`config.mk`:
```
export PLATFORM = sky130hd
export DESIGN_NAME = phase_scheduler_flat
export DESIGN_NICKNAME = d
export VERILOG_FILES = /design/src/rtl/phase_scheduler_if.sv /design/src/rtl/phase_scheduler.sv /design/src/flat_wrapper.sv
export SDC_FILE = /design/constraint.sdc
export NUM_CORES = 1
export LEC_CHECK = 0
export ABC_AREA = 0
export ABC_CLOCK_PERIOD_IN_PS = 5600
export BUFFER_PORTS_ARGS = -buffer_cell sky130_fd_sc_hd__clkbuf_2
export CAP_MARGIN = 20
export CORE_UTILIZATION = 35
export CTS_CLUSTER_DIAMETER = 200
export DETAILED_ROUTE_END_ITERATION = 16
export PLACE_DENSITY = 0.58
export SLEW_MARGIN = 20
export SYNTH_ARGS = -nofsm -noshare
export SYNTH_HDL_FRONTEND = slang
export SYNTH_SLANG_ARGS = --single-unit
```
`constraint.sdc`:
```
create_clock -name clk -period 5.6 [get_ports clk]
set_input_delay 1.12 -clock clk [delete_from_list [all_inputs] [get_ports clk]]
set_output_delay 1.12 -clock clk [all_outputs]
set_load 0.01 [all_outputs]
```
`src/rtl/phase_scheduler_if.sv`:
```
// Handshake/bus bundle for phase_scheduler: control inputs, programmed durations and
// the phase/slot status outputs. Clock and reset stay outside as plain ports.
interface phase_scheduler_if #(
  parameter int NCH = 3,
  parameter int W   = 5
);
  logic             tick;
  logic             start;
  logic             stop;
  logic             hold;
  logic [NCH-1:0]   ch_en;
  logic [NCH*W-1:0] dur;
  logic [NCH-1:0]   phase_onehot;
  logic [1:0]       phase_addr;
  logic [W-1:0]     remaining;
  logic             busy;
  logic             phase_done;
  logic             frame_done;

  modport master (
    output tick, start, stop, hold, ch_en, dur,
    input  phase_onehot, phase_addr, remaining, busy, phase_done, frame_done
  );

  modport slave (
    input  tick, start, stop, hold, ch_en, dur,
    output phase_onehot, phase_addr, remaining, busy, phase_done, frame_done
  );
endinterface

```
`src/rtl/phase_scheduler.sv`:
```
// Round-robin slot scheduler: steps a one-hot/binary phase through enabled channels,
// holding each for dur_i+1 ticks, with pulses at every slot end and round-robin wrap.
module phase_scheduler #(
  parameter int NCH = 3,
  parameter int W   = 5
) (
  input  logic              clk,
  input  logic              rst_n,
  phase_scheduler_if.slave  bus
);

  typedef enum logic {S_IDLE, S_RUN} state_t;

  state_t         r_state, w_state_next;
  logic [1:0]     r_idx, w_idx_next;
  logic [W-1:0]   r_cnt, w_cnt_next;
  logic [W-1:0]   r_dur, w_dur_next;
  logic [NCH-1:0] r_onehot, w_onehot_next;
  logic [1:0]     r_addr, w_addr_next;
  logic [W-1:0]   r_remaining, w_remaining_next;
  logic           r_busy, w_busy_next;
  logic           r_phase_done, w_phase_done_next;
  logic           r_frame_done, w_frame_done_next;

  logic [1:0]     w_first_idx;
  logic [1:0]     w_wrap_idx;
  logic [1:0]     w_cand;

  // Lowest enabled channel for start; first enabled after r_idx (wrapping to itself) for slot end.
  always_comb begin
    w_first_idx = '0;
    w_wrap_idx  = r_idx;
    w_cand      = '0;
    for (int k = NCH - 1; k >= 0; k--) begin
      if (bus.ch_en[k]) w_first_idx = 2'(k);
    end
    for (int k = NCH; k >= 1; k--) begin
      w_cand = 2'((int'(r_idx) + k) % NCH);
      if (bus.ch_en[w_cand]) w_wrap_idx = w_cand;
    end
  end

  always_comb begin
    w_state_next      = r_state;
    w_idx_next        = r_idx;
    w_cnt_next        = r_cnt;
    w_dur_next        = r_dur;
    w_phase_done_next = 1'b0;
    w_frame_done_next = 1'b0;

    case (r_state)
      S_IDLE: begin
        if (bus.start && !bus.stop && (|bus.ch_en)) begin
          w_state_next = S_RUN;
          w_idx_next   = w_first_idx;
          w_cnt_next   = '0;
          w_dur_next   = bus.dur[w_first_idx*W +: W];
        end
      end
      S_RUN: begin
        if (bus.stop) begin
          w_state_next = S_IDLE;
          w_idx_next   = '0;
          w_cnt_next   = '0;
          w_dur_next   = '0;
        end else if (bus.hold) begin
          w_cnt_next = r_cnt;
        end else if (bus.tick) begin
          if (r_cnt != r_dur) begin
            w_cnt_next = r_cnt + 1'b1;
          end else begin
            w_phase_done_next = 1'b1;
            w_cnt_next        = '0;
            if (bus.ch_en == '0) begin
              // Nothing left to schedule: close the frame and drop back to idle.
              w_frame_done_next = 1'b1;
              w_state_next      = S_IDLE;
              w_idx_next        = '0;
              w_dur_next        = '0;
            end else begin
              w_frame_done_next = (w_wrap_idx <= r_idx);
              w_idx_next        = w_wrap_idx;
              w_dur_next        = bus.dur[w_wrap_idx*W +: W];
            end
          end
        end
      end
      default: w_state_next = S_IDLE;
    endcase

    w_busy_next      = (w_state_next == S_RUN);
    w_onehot_next    = w_busy_next ? ({{(NCH-1){1'b0}}, 1'b1} << w_idx_next) : '0;
    w_addr_next      = w_busy_next ? w_idx_next : 2'b11;
    w_remaining_next = w_busy_next ? (w_dur_next - w_cnt_next) : '0;
  end

  always_ff @(posedge clk or negedge rst_n) begin
    if (!rst_n) begin
      r_state      <= S_IDLE;
      r_idx        <= '0;
      r_cnt        <= '0;
      r_dur        <= '0;
      r_onehot     <= '0;
      r_addr       <= 2'b11;
      r_remaining  <= '0;
      r_busy       <= 1'b0;
      r_phase_done <= 1'b0;
      r_frame_done <= 1'b0;
    end else begin
      r_state      <= w_state_next;
      r_idx        <= w_idx_next;
      r_cnt        <= w_cnt_next;
      r_dur        <= w_dur_next;
      r_onehot     <= w_onehot_next;
      r_addr       <= w_addr_next;
      r_remaining  <= w_remaining_next;
      r_busy       <= w_busy_next;
      r_phase_done <= w_phase_done_next;
      r_frame_done <= w_frame_done_next;
    end
  end

  assign bus.phase_onehot = r_onehot;
  assign bus.phase_addr   = r_addr;
  assign bus.remaining    = r_remaining;
  assign bus.busy         = r_busy;
  assign bus.phase_done   = r_phase_done;
  assign bus.frame_done   = r_frame_done;

endmodule

```
`src/flat_wrapper.sv`:
```
// flat-port wrapper written by rule: the top's interface ports become plain ports
module phase_scheduler_flat 
#(
  parameter int NCH = 3,
  parameter int W   = 5
)
  (clk, rst_n, bus_tick, bus_start, bus_stop, bus_hold, bus_ch_en, bus_dur, bus_phase_onehot, bus_phase_addr, bus_remaining, bus_busy, bus_phase_done, bus_frame_done);
  phase_scheduler_if #(.NCH(NCH), .W(W)) bus_i ();
  input  logic clk;
  input  logic rst_n;
  input wire logic [$bits(bus_i.tick)-1:0] bus_tick;
  input wire logic [$bits(bus_i.start)-1:0] bus_start;
  input wire logic [$bits(bus_i.stop)-1:0] bus_stop;
  input wire logic [$bits(bus_i.hold)-1:0] bus_hold;
  input wire logic [$bits(bus_i.ch_en)-1:0] bus_ch_en;
  input wire logic [$bits(bus_i.dur)-1:0] bus_dur;
  output wire logic [$bits(bus_i.phase_onehot)-1:0] bus_phase_onehot;
  output wire logic [$bits(bus_i.phase_addr)-1:0] bus_phase_addr;
  output wire logic [$bits(bus_i.remaining)-1:0] bus_remaining;
  output wire logic [$bits(bus_i.busy)-1:0] bus_busy;
  output wire logic [$bits(bus_i.phase_done)-1:0] bus_phase_done;
  output wire logic [$bits(bus_i.frame_done)-1:0] bus_frame_done;
  assign bus_i.tick = bus_tick;
  assign bus_i.start = bus_start;
  assign bus_i.stop = bus_stop;
  assign bus_i.hold = bus_hold;
  assign bus_i.ch_en = bus_ch_en;
  assign bus_i.dur = bus_dur;
  assign bus_phase_onehot = bus_i.phase_onehot;
  assign bus_phase_addr = bus_i.phase_addr;
  assign bus_remaining = bus_i.remaining;
  assign bus_busy = bus_i.busy;
  assign bus_phase_done = bus_i.phase_done;
  assign bus_frame_done = bus_i.frame_done;
  phase_scheduler #(.NCH(NCH), .W(W)) u_core (.clk(clk), .rst_n(rst_n), .bus(bus_i));
endmodule
```
-- Word-level counts from Yosys, hierarchy flattened
Index checks and enable logic that the tools add are counted.
- output and inout bits: 13
- bits in registers: 25
- memory bits (read-only): 0
- logic and storage cells: 86
- bits in latches: 0
- input bits: 24
- memory bits (writable): 0
- memories kept: 0
- div/mod/pow operators: 3
- shift operators: 3
- equal/unequal tests: 1
- bitwise logic cells: 1
- $mul: 2
- $lt $le $gt $ge: 4
- mux-type cells: 53
- add/subtract/negate cells: 5
- reduce and logical (&&, ||, !) cells: 5
- operators with widths (kind ; number):
    modulo 32 x 3 -> 32 bit (second input constant) ; 3
    two-way mux 5 bit ; 12
    variable part select 15 x 6 -> 5 bit ; 2
    two-way mux 2 bit ; 13
    two-way mux 1 bit ; 20
    one-hot mux 5 bit (2 select lines) ; 2
    multiplier 2 x 3 -> 5 bit (second input constant) ; 2
    < comparator 2 x 3 -> 1 bit (second input constant) ; 3
    adder 2 x 2 -> 3 bit (second input constant) ; 2
    binary-select mux 1 bit (select 2 bit) ; 3
    adder 5 x 1 -> 5 bit (second input constant) ; 1
    != test 5 bit ; 1
    subtractor 5 bit ; 1
    one-hot mux 2 bit (2 select lines) ; 1
    adder 2 x 1 -> 3 bit (second input constant) ; 1
    zero test 3 bit ; 1
    two-way mux 3 bit ; 1
    OR reduction 3 bit ; 1
    left shift 1 x 2 -> 3 bit (first input constant) ; 1
    less-or-equal comparator 2 bit ; 1
    logical AND 1 bit ; 2
    one-hot mux 1 bit (2 select lines) ; 1
    zero test 1 bit ; 1
    inverter 1 bit ; 1

-- Depth between registers and ports, before layout
- depth in word-level cells: 17
- depth in mapped cells: 19

-- Least setup slack after synthesis
OpenSTA, ideal clock, no wires.
- path kind: input-to-reg
- start: input port bus_ch_en[2]
- end: register u_core.r_remaining[4] (netlist: u_core.bus.remaining[4])
- data arrival time: 4.369 ns
- path slack: 1.106 ns
- setup time: 0.125 ns
- stages on the path: 16
- buffers on the path: 1
- cell sequence: buf_2 -> nand2_1 -> nor2_1 -> nor4b_1 -> a211o_1 -> or4_1 -> a21o_1 -> o311a_1 -> fa_1 -> nand2b_1 -> a21oi_1 -> or4b_1 -> a21oi_1 -> nor4_1 -> o21ai_0 -> o21ai_1
- word-level cells in the longest chain between the ends: 15
- elaborated cells between the ends (all ways): 37
- ends and longest elaborated chain (item ; line ; RTL):
    from (decl) ; flat_wrapper.sv:15 ; input wire logic [$bits(bus_i.ch_en)-1:0] bus_ch_en;
    binary-select mux 1 bit (select 2 bit) ; phase_scheduler.sv:39 ; if (bus.ch_en[w_cand]) w_wrap_idx = w_cand;
    two-way mux 1 bit (not written as such) ; phase_scheduler.sv:39 ;
    two-way mux 2 bit (3 in a row) ; phase_scheduler.sv:39 ;
    multiplier 2 x 3 -> 5 bit ; phase_scheduler.sv:83 ; w_dur_next = bus.dur[w_wrap_idx*W +: W];
    variable part select 15 x 6 -> 5 bit ; phase_scheduler.sv:83 ;
    two-way mux 5 bit ; phase_scheduler.sv:74 ; if (bus.ch_en == '0) begin
    two-way mux 5 bit ; phase_scheduler.sv:69 ; if (r_cnt != r_dur) begin
    two-way mux 5 bit ; phase_scheduler.sv:68 ; end else if (bus.tick) begin
    two-way mux 5 bit ; phase_scheduler.sv:66 ; end else if (bus.hold) begin
    two-way mux 5 bit ; phase_scheduler.sv:61 ; if (bus.stop) begin
    one-hot mux 5 bit (2 select lines) ; phase_scheduler.sv:51 ; case (r_state)
    subtractor 5 bit ; phase_scheduler.sv:94 ; w_remaining_next = w_busy_next ? (w_dur_next - w_cnt_next) : '0;
    two-way mux 5 bit (*) ; phase_scheduler.sv:94 ;
    net u_core.w_remaining_next[4] ; phase_scheduler.sv:20 ; logic [W-1:0] r_remaining, w_remaining_next;
    to (signal assigned) ; phase_scheduler.sv:116 ; r_remaining <= w_remaining_next;
    to (decl) ; phase_scheduler.sv:20 ;
The timed path passes the listed nets; every way through them passes the cells marked *. The select of a mux whose other input is x is not followed.

-- Final worst setup path
- start: register u_core.r_idx[0]
- end: register u_core.r_remaining[4] (netlist: u_core.bus.remaining[4])
- word-level cells in the longest chain between the ends: 17
- elaborated cells between the ends (all ways): 25
- ends and longest elaborated chain (item ; line ; RTL):
    from (decl) ; phase_scheduler.sv:15 ; logic [1:0] r_idx, w_idx_next;
    from (signal assigned) ; phase_scheduler.sv:111 ; r_idx <= w_idx_next;
    adder 2 x 2 -> 3 bit ; phase_scheduler.sv:38 ; w_cand = 2'((int'(r_idx) + k) % NCH);
    modulo 32 x 3 -> 32 bit ; phase_scheduler.sv:38 ;
    binary-select mux 1 bit (select 2 bit) ; phase_scheduler.sv:39 ;
    two-way mux 1 bit (not written as such) ; phase_scheduler.sv:39 ;
    two-way mux 2 bit (2 in a row) ; phase_scheduler.sv:39 ;
    two-way mux 2 bit (*) ; phase_scheduler.sv:39 ;
    multiplier 2 x 3 -> 5 bit (*) ; phase_scheduler.sv:83 ;
    variable part select 15 x 6 -> 5 bit (*) ; phase_scheduler.sv:83 ;
    two-way mux 5 bit (*) ; phase_scheduler.sv:74 ;
    two-way mux 5 bit (*) ; phase_scheduler.sv:69 ;
    two-way mux 5 bit (*) ; phase_scheduler.sv:68 ;
    two-way mux 5 bit (*) ; phase_scheduler.sv:66 ;
    two-way mux 5 bit (*) ; phase_scheduler.sv:61 ;
    one-hot mux 5 bit (2 select lines) (*) ; phase_scheduler.sv:51 ;
    subtractor 5 bit (*) ; phase_scheduler.sv:94 ;
    two-way mux 5 bit (*) ; phase_scheduler.sv:94 ;
    net u_core.w_remaining_next[4] ; phase_scheduler.sv:20 ;
Marked as above.

==> key figures <==
Status
  – Result of the run: finished clean

STA
  – Tcrit/Tclk final: 89.6%
  – Max-slew violation count: 0
  – Final critical delay including setup and external delays: 5.02 ns
  – Number of setup violations in the final report: 0
  – Slew at the pin with the worst max-slew slack: 0.675 ns
  – Fin. Hold Viols: 0
  – Worst Skew: 0.00887 ns
  – RSZ-0062 raised after global routing: no
  – Worst slew margin relative to its limit: 54.9%
  – Post-route setup slack: 0.583 ns
  – Sum Neg Setup Slack: 0 ns
  – Maximum frequency from static timing analysis: 0.199 GHz

Critical path
  – Worst path buffer plus inverter count: 1
  – Top cell by count, worst path: a21oi_1
  – Critical path class: flip-flop to flip-flop
  – Worst flop-to-flop path startpoint: u_core.r_idx[0]
  – Delay-heaviest family, CP: compound AO/OA/AOI/OAI gates
  – Critical-path top delay cell: dfrtp_1
  – Peak per-stage delay on the critical path: 0.52 ns
  – Required time worst endpoint: 5.76 ns
  – Critical path capture point type: flip-flop
  – Crit path launch type: flip-flop
  – Reg-to-reg endpoint: u_core.bus.remaining[4]
  – Max Fanout on Critical Path: 11
  – CP Data Arrival Time: 5.17 ns
  – Ordered list of cells on the worst path: inv_1 > ha_1 > mux2_4 > a21boi_1 > a2bb2oi_1 > and2_1 > mux2i_1 > o311a_1 > fa_1 > nand2b_1 > a21oi_1 > or4b_1 > a21oi_1 > nor4_1 > o21ai_0 > o21ai_1
  – Number of cells on the worst reg-to-reg path: 16
  – Flop-to-flop setup slack: 0.58 ns

Clock tree
  – H-tree level count: 1
  – Clock-pin slew on the worst setup and hold paths: 0.09 ns
  – Cts-stage hold buffer count: 0
  – Latest clock arrival within the worst-skew pair: 0.27 ns
  – CTS root buf: clkbuf_8
  – Clock Sinks: 25
  – Post-CTS setup repair buffer count: 0
  – TritonCTS clock tree: yes
  – Max Root-Sink Buffers: 2
  – Number of instances resized during post-cts repair: 0
  – Number of buffers created by CTS: 3

Synth
  – Synthesized netlist net count: 282
  – Cell Area, Synth: 0.00211 mm^2
  – Count of flip-flops with a built-in enable after synthesis: 0
  – Synthesized area divided by synthesized cell count: 8.56 um^2
  – Count of unique library cells instantiated by Yosys: 67
  – Synth area leader: dfrtp_1
  – Most used DFF post-synth: dfrtp_1
  – Number of warning messages in the yosys log: 0
  – Yosys top cell area share: 27.2%
  – Number of cells produced by synthesis: 247
  – Yosys reg bits: 25
  – Fraction of registers with async set/reset: 100%
  – Cell types occupying the most area after synthesis: dfrtp_1 27%, ha_1 5.9%, nor2_1 4.4%
  – Sequential fraction of the synthesis area: 29.7%

Global routing
  – Number of global-route vias before repair: 2016
  – Wire length of the first global-routing pass: 9560 um
  – Number of antenna violations at the first check in global routing: 0
  – GRT Total Usage: 19.4%
  – Sum of overflow across all layers after global routing: 0
  – Maximum number of pins on one net before global-route repair: 26

Finish
  – Share of post-route cells with drive strength above 1: 21.1%
  – Area added between synthesis and finish: 13.0%
  – Highest-count cells in the layout ignoring fill and taps: 36 x clkbuf_2, 25 x nor2_1, 23 x dfrtp_1
  – Commonest non-fill, non-tap cell in the layout: clkbuf_2
  – Nets: 316
  – Count of antenna diodes in the layout: 0
  – Final Non-Filler Cells: 352
  – Filler Cells Inserted: 579

Placed design
  – # port buffers: 36
  – Final HPWL DP: 4350 um
  – Placed Instances: 348
  – Post-place setup slack: 0.394 ns
  – Weighted congestion at the end of routability-driven global placement: 0.843

Floorplanning
  – Std-Cell Rows: 27
  – Count of boundary I/O pins: 37
  – Height of the die: 79.7 um
  – Area enclosed by the die boundary: 0.00635 mm^2
  – Core region area: 0.00568 mm^2
  – Starting utilization of the core area: 37.2%
  – Die Width: 79.7 um

Worst hold path
  – Hold Startpoint: u_core.r_dur[0]
  – End of the worst hold path: u_core.r_dur[0]
  – Count of cells along the worst hold path: 2
  – Worst hold-check path type: flip-flop to flip-flop

Run
  – Max Cap Violations: 0

Power
  – Power Density: 280 mW/mm^2
  – PnR Total Power: 0.000670 W
  – IR Drop Worst-Case VDD: 0.126 mV
  – Static Leak: 1.12 nW

Drt
  – Final routed wire length divided by cell count: 15.8 um
  – Detailed-route vias per instance: 5.62
  – Residual antenna-violating net count after detailed routing: 0
  – Vias: 1977
  – DRC violations left: 0
  – Initial DRT Pass Iterations: 4
  – Total length of routed wires: 5560 um
  – Violation count after the first detailed-routing iteration: 96
## worst reg2reg max path: cells and delay by family, from the launching register on
family                   cells  cell delay (ns)
multiplexers                 2             0.55
adder cells (fa/ha/maj)      2             0.96
AND/OR/NAND/NOR              4             1.17
buffers and inverters        1             0.13
AO/OA/AOI/OAI                7             1.60
flip-flops                   1             0.52
## stage by stage
stage	hold WS, ns	utilization [%]	instance area, um^2
after floorplan	0.525	-	2110
after detailed placement	0.571	41.3	2340
after global routing	0.653	42.1	2390
after global placement	0.561	41.3	2340
final	0.590	42.1	2390
after CTS	0.593	42.1	2390
## worst max-delay path by stage
stage	from	endpoint	slack [ns]	depth (start not counted)
floorplan	bus_ch_en[2]	u_core.bus.remaining[4]	1.11	16
global placement	bus_ch_en[0]	u_core.bus.remaining[4]	0.50	15
detailed placement	bus_ch_en[0]	u_core.bus.remaining[4]	0.39	16
CTS	u_core.r_idx[0]	u_core.bus.remaining[4]	0.59	17
global route	u_core.r_idx[0]	u_core.bus.remaining[4]	0.16	17
finish	u_core.r_idx[0]	u_core.bus.remaining[4]	0.58	16
## Yosys cell counts, types with 4 or more instances
library cell / n
dfrtp_1: 23
nand4_1: 5
o21ai_0: 10
nand2_1: 17
nor4_1: 4
nand2b_1: 4
mux2i_1: 5
nand3b_1: 4
nor2_1: 25
a21oi_1: 15
ha_1: 10
nor2b_1: 8
a21o_1: 4
buf_2: 6
inv_1: 20
nor3_1: 6
xnor2_1: 6
## state kept, by name, summed over array words and instances (netlist names)
| signal | flops |
|---|---|
| u_core.bus.remaining | 5 |
| u_core.r_cnt | 5 |
| u_core.r_dur | 5 |
| u_core.bus.phase_onehot | 3 |
| u_core.bus.phase_addr | 2 |
| u_core.r_idx | 2 |
| u_core.bus.frame_done | 1 |
| u_core.bus.phase_done | 1 |
| u_core.r_state | 1 |
## layer usage
layer	vias to the layer above	routed length (um)	global-route usage, %
met1	941	2790	27.8
met5	-	0	0
met2	59	2430	30.0
met4	0	70	6.00
met3	7	267	2.63
li1	970	-	-
## final cells by class
| type | count | area (um^2) | share of cell area, % |
|---|---|---|---|
| inverter | 20 | 75.1 | 3.14 |
| tap | 72 | 90.1 | 3.77 |
| clock inverter | 1 | 5.00 | 0.210 |
| clock buffer | 3 | 41.3 | 1.73 |
| timing repair buffer | 39 | 203 | 8.49 |
| multi-input combinational | 192 | 1350 | 56.4 |
| sequential | 25 | 628 | 26.3 |
## logic make-up (layout without fill, tap and decap cells)
kind of cell | after synthesis | in the layout | share of synthesized area, %
DFF | 25 | 25 | 29.7
AOI/OAI and AO/OA | 73 | 73 | 25.8
muxes | 8 | 8 | 4.14
buffers and inverters | 30 | 63 | 6.57
adders and majority gates | 11 | 11 | 6.87
xor gates and xnor gates | 8 | 8 | 3.32
and+or+nand+nor | 92 | 92 | 23.6
## power by group
part | switching [W] | internal (W) | leakage [nW]
Combinational | 0.000193 | 0.000133 | 0.768
Sequential | 0.0000237 | 0.000210 | 0.331
Clock | 0.0000595 | 0.0000498 | 0.0255
Total | 0.000277 | 0.000393 | 1.12
Note: power is estimated with default switching activity, not from simulation.
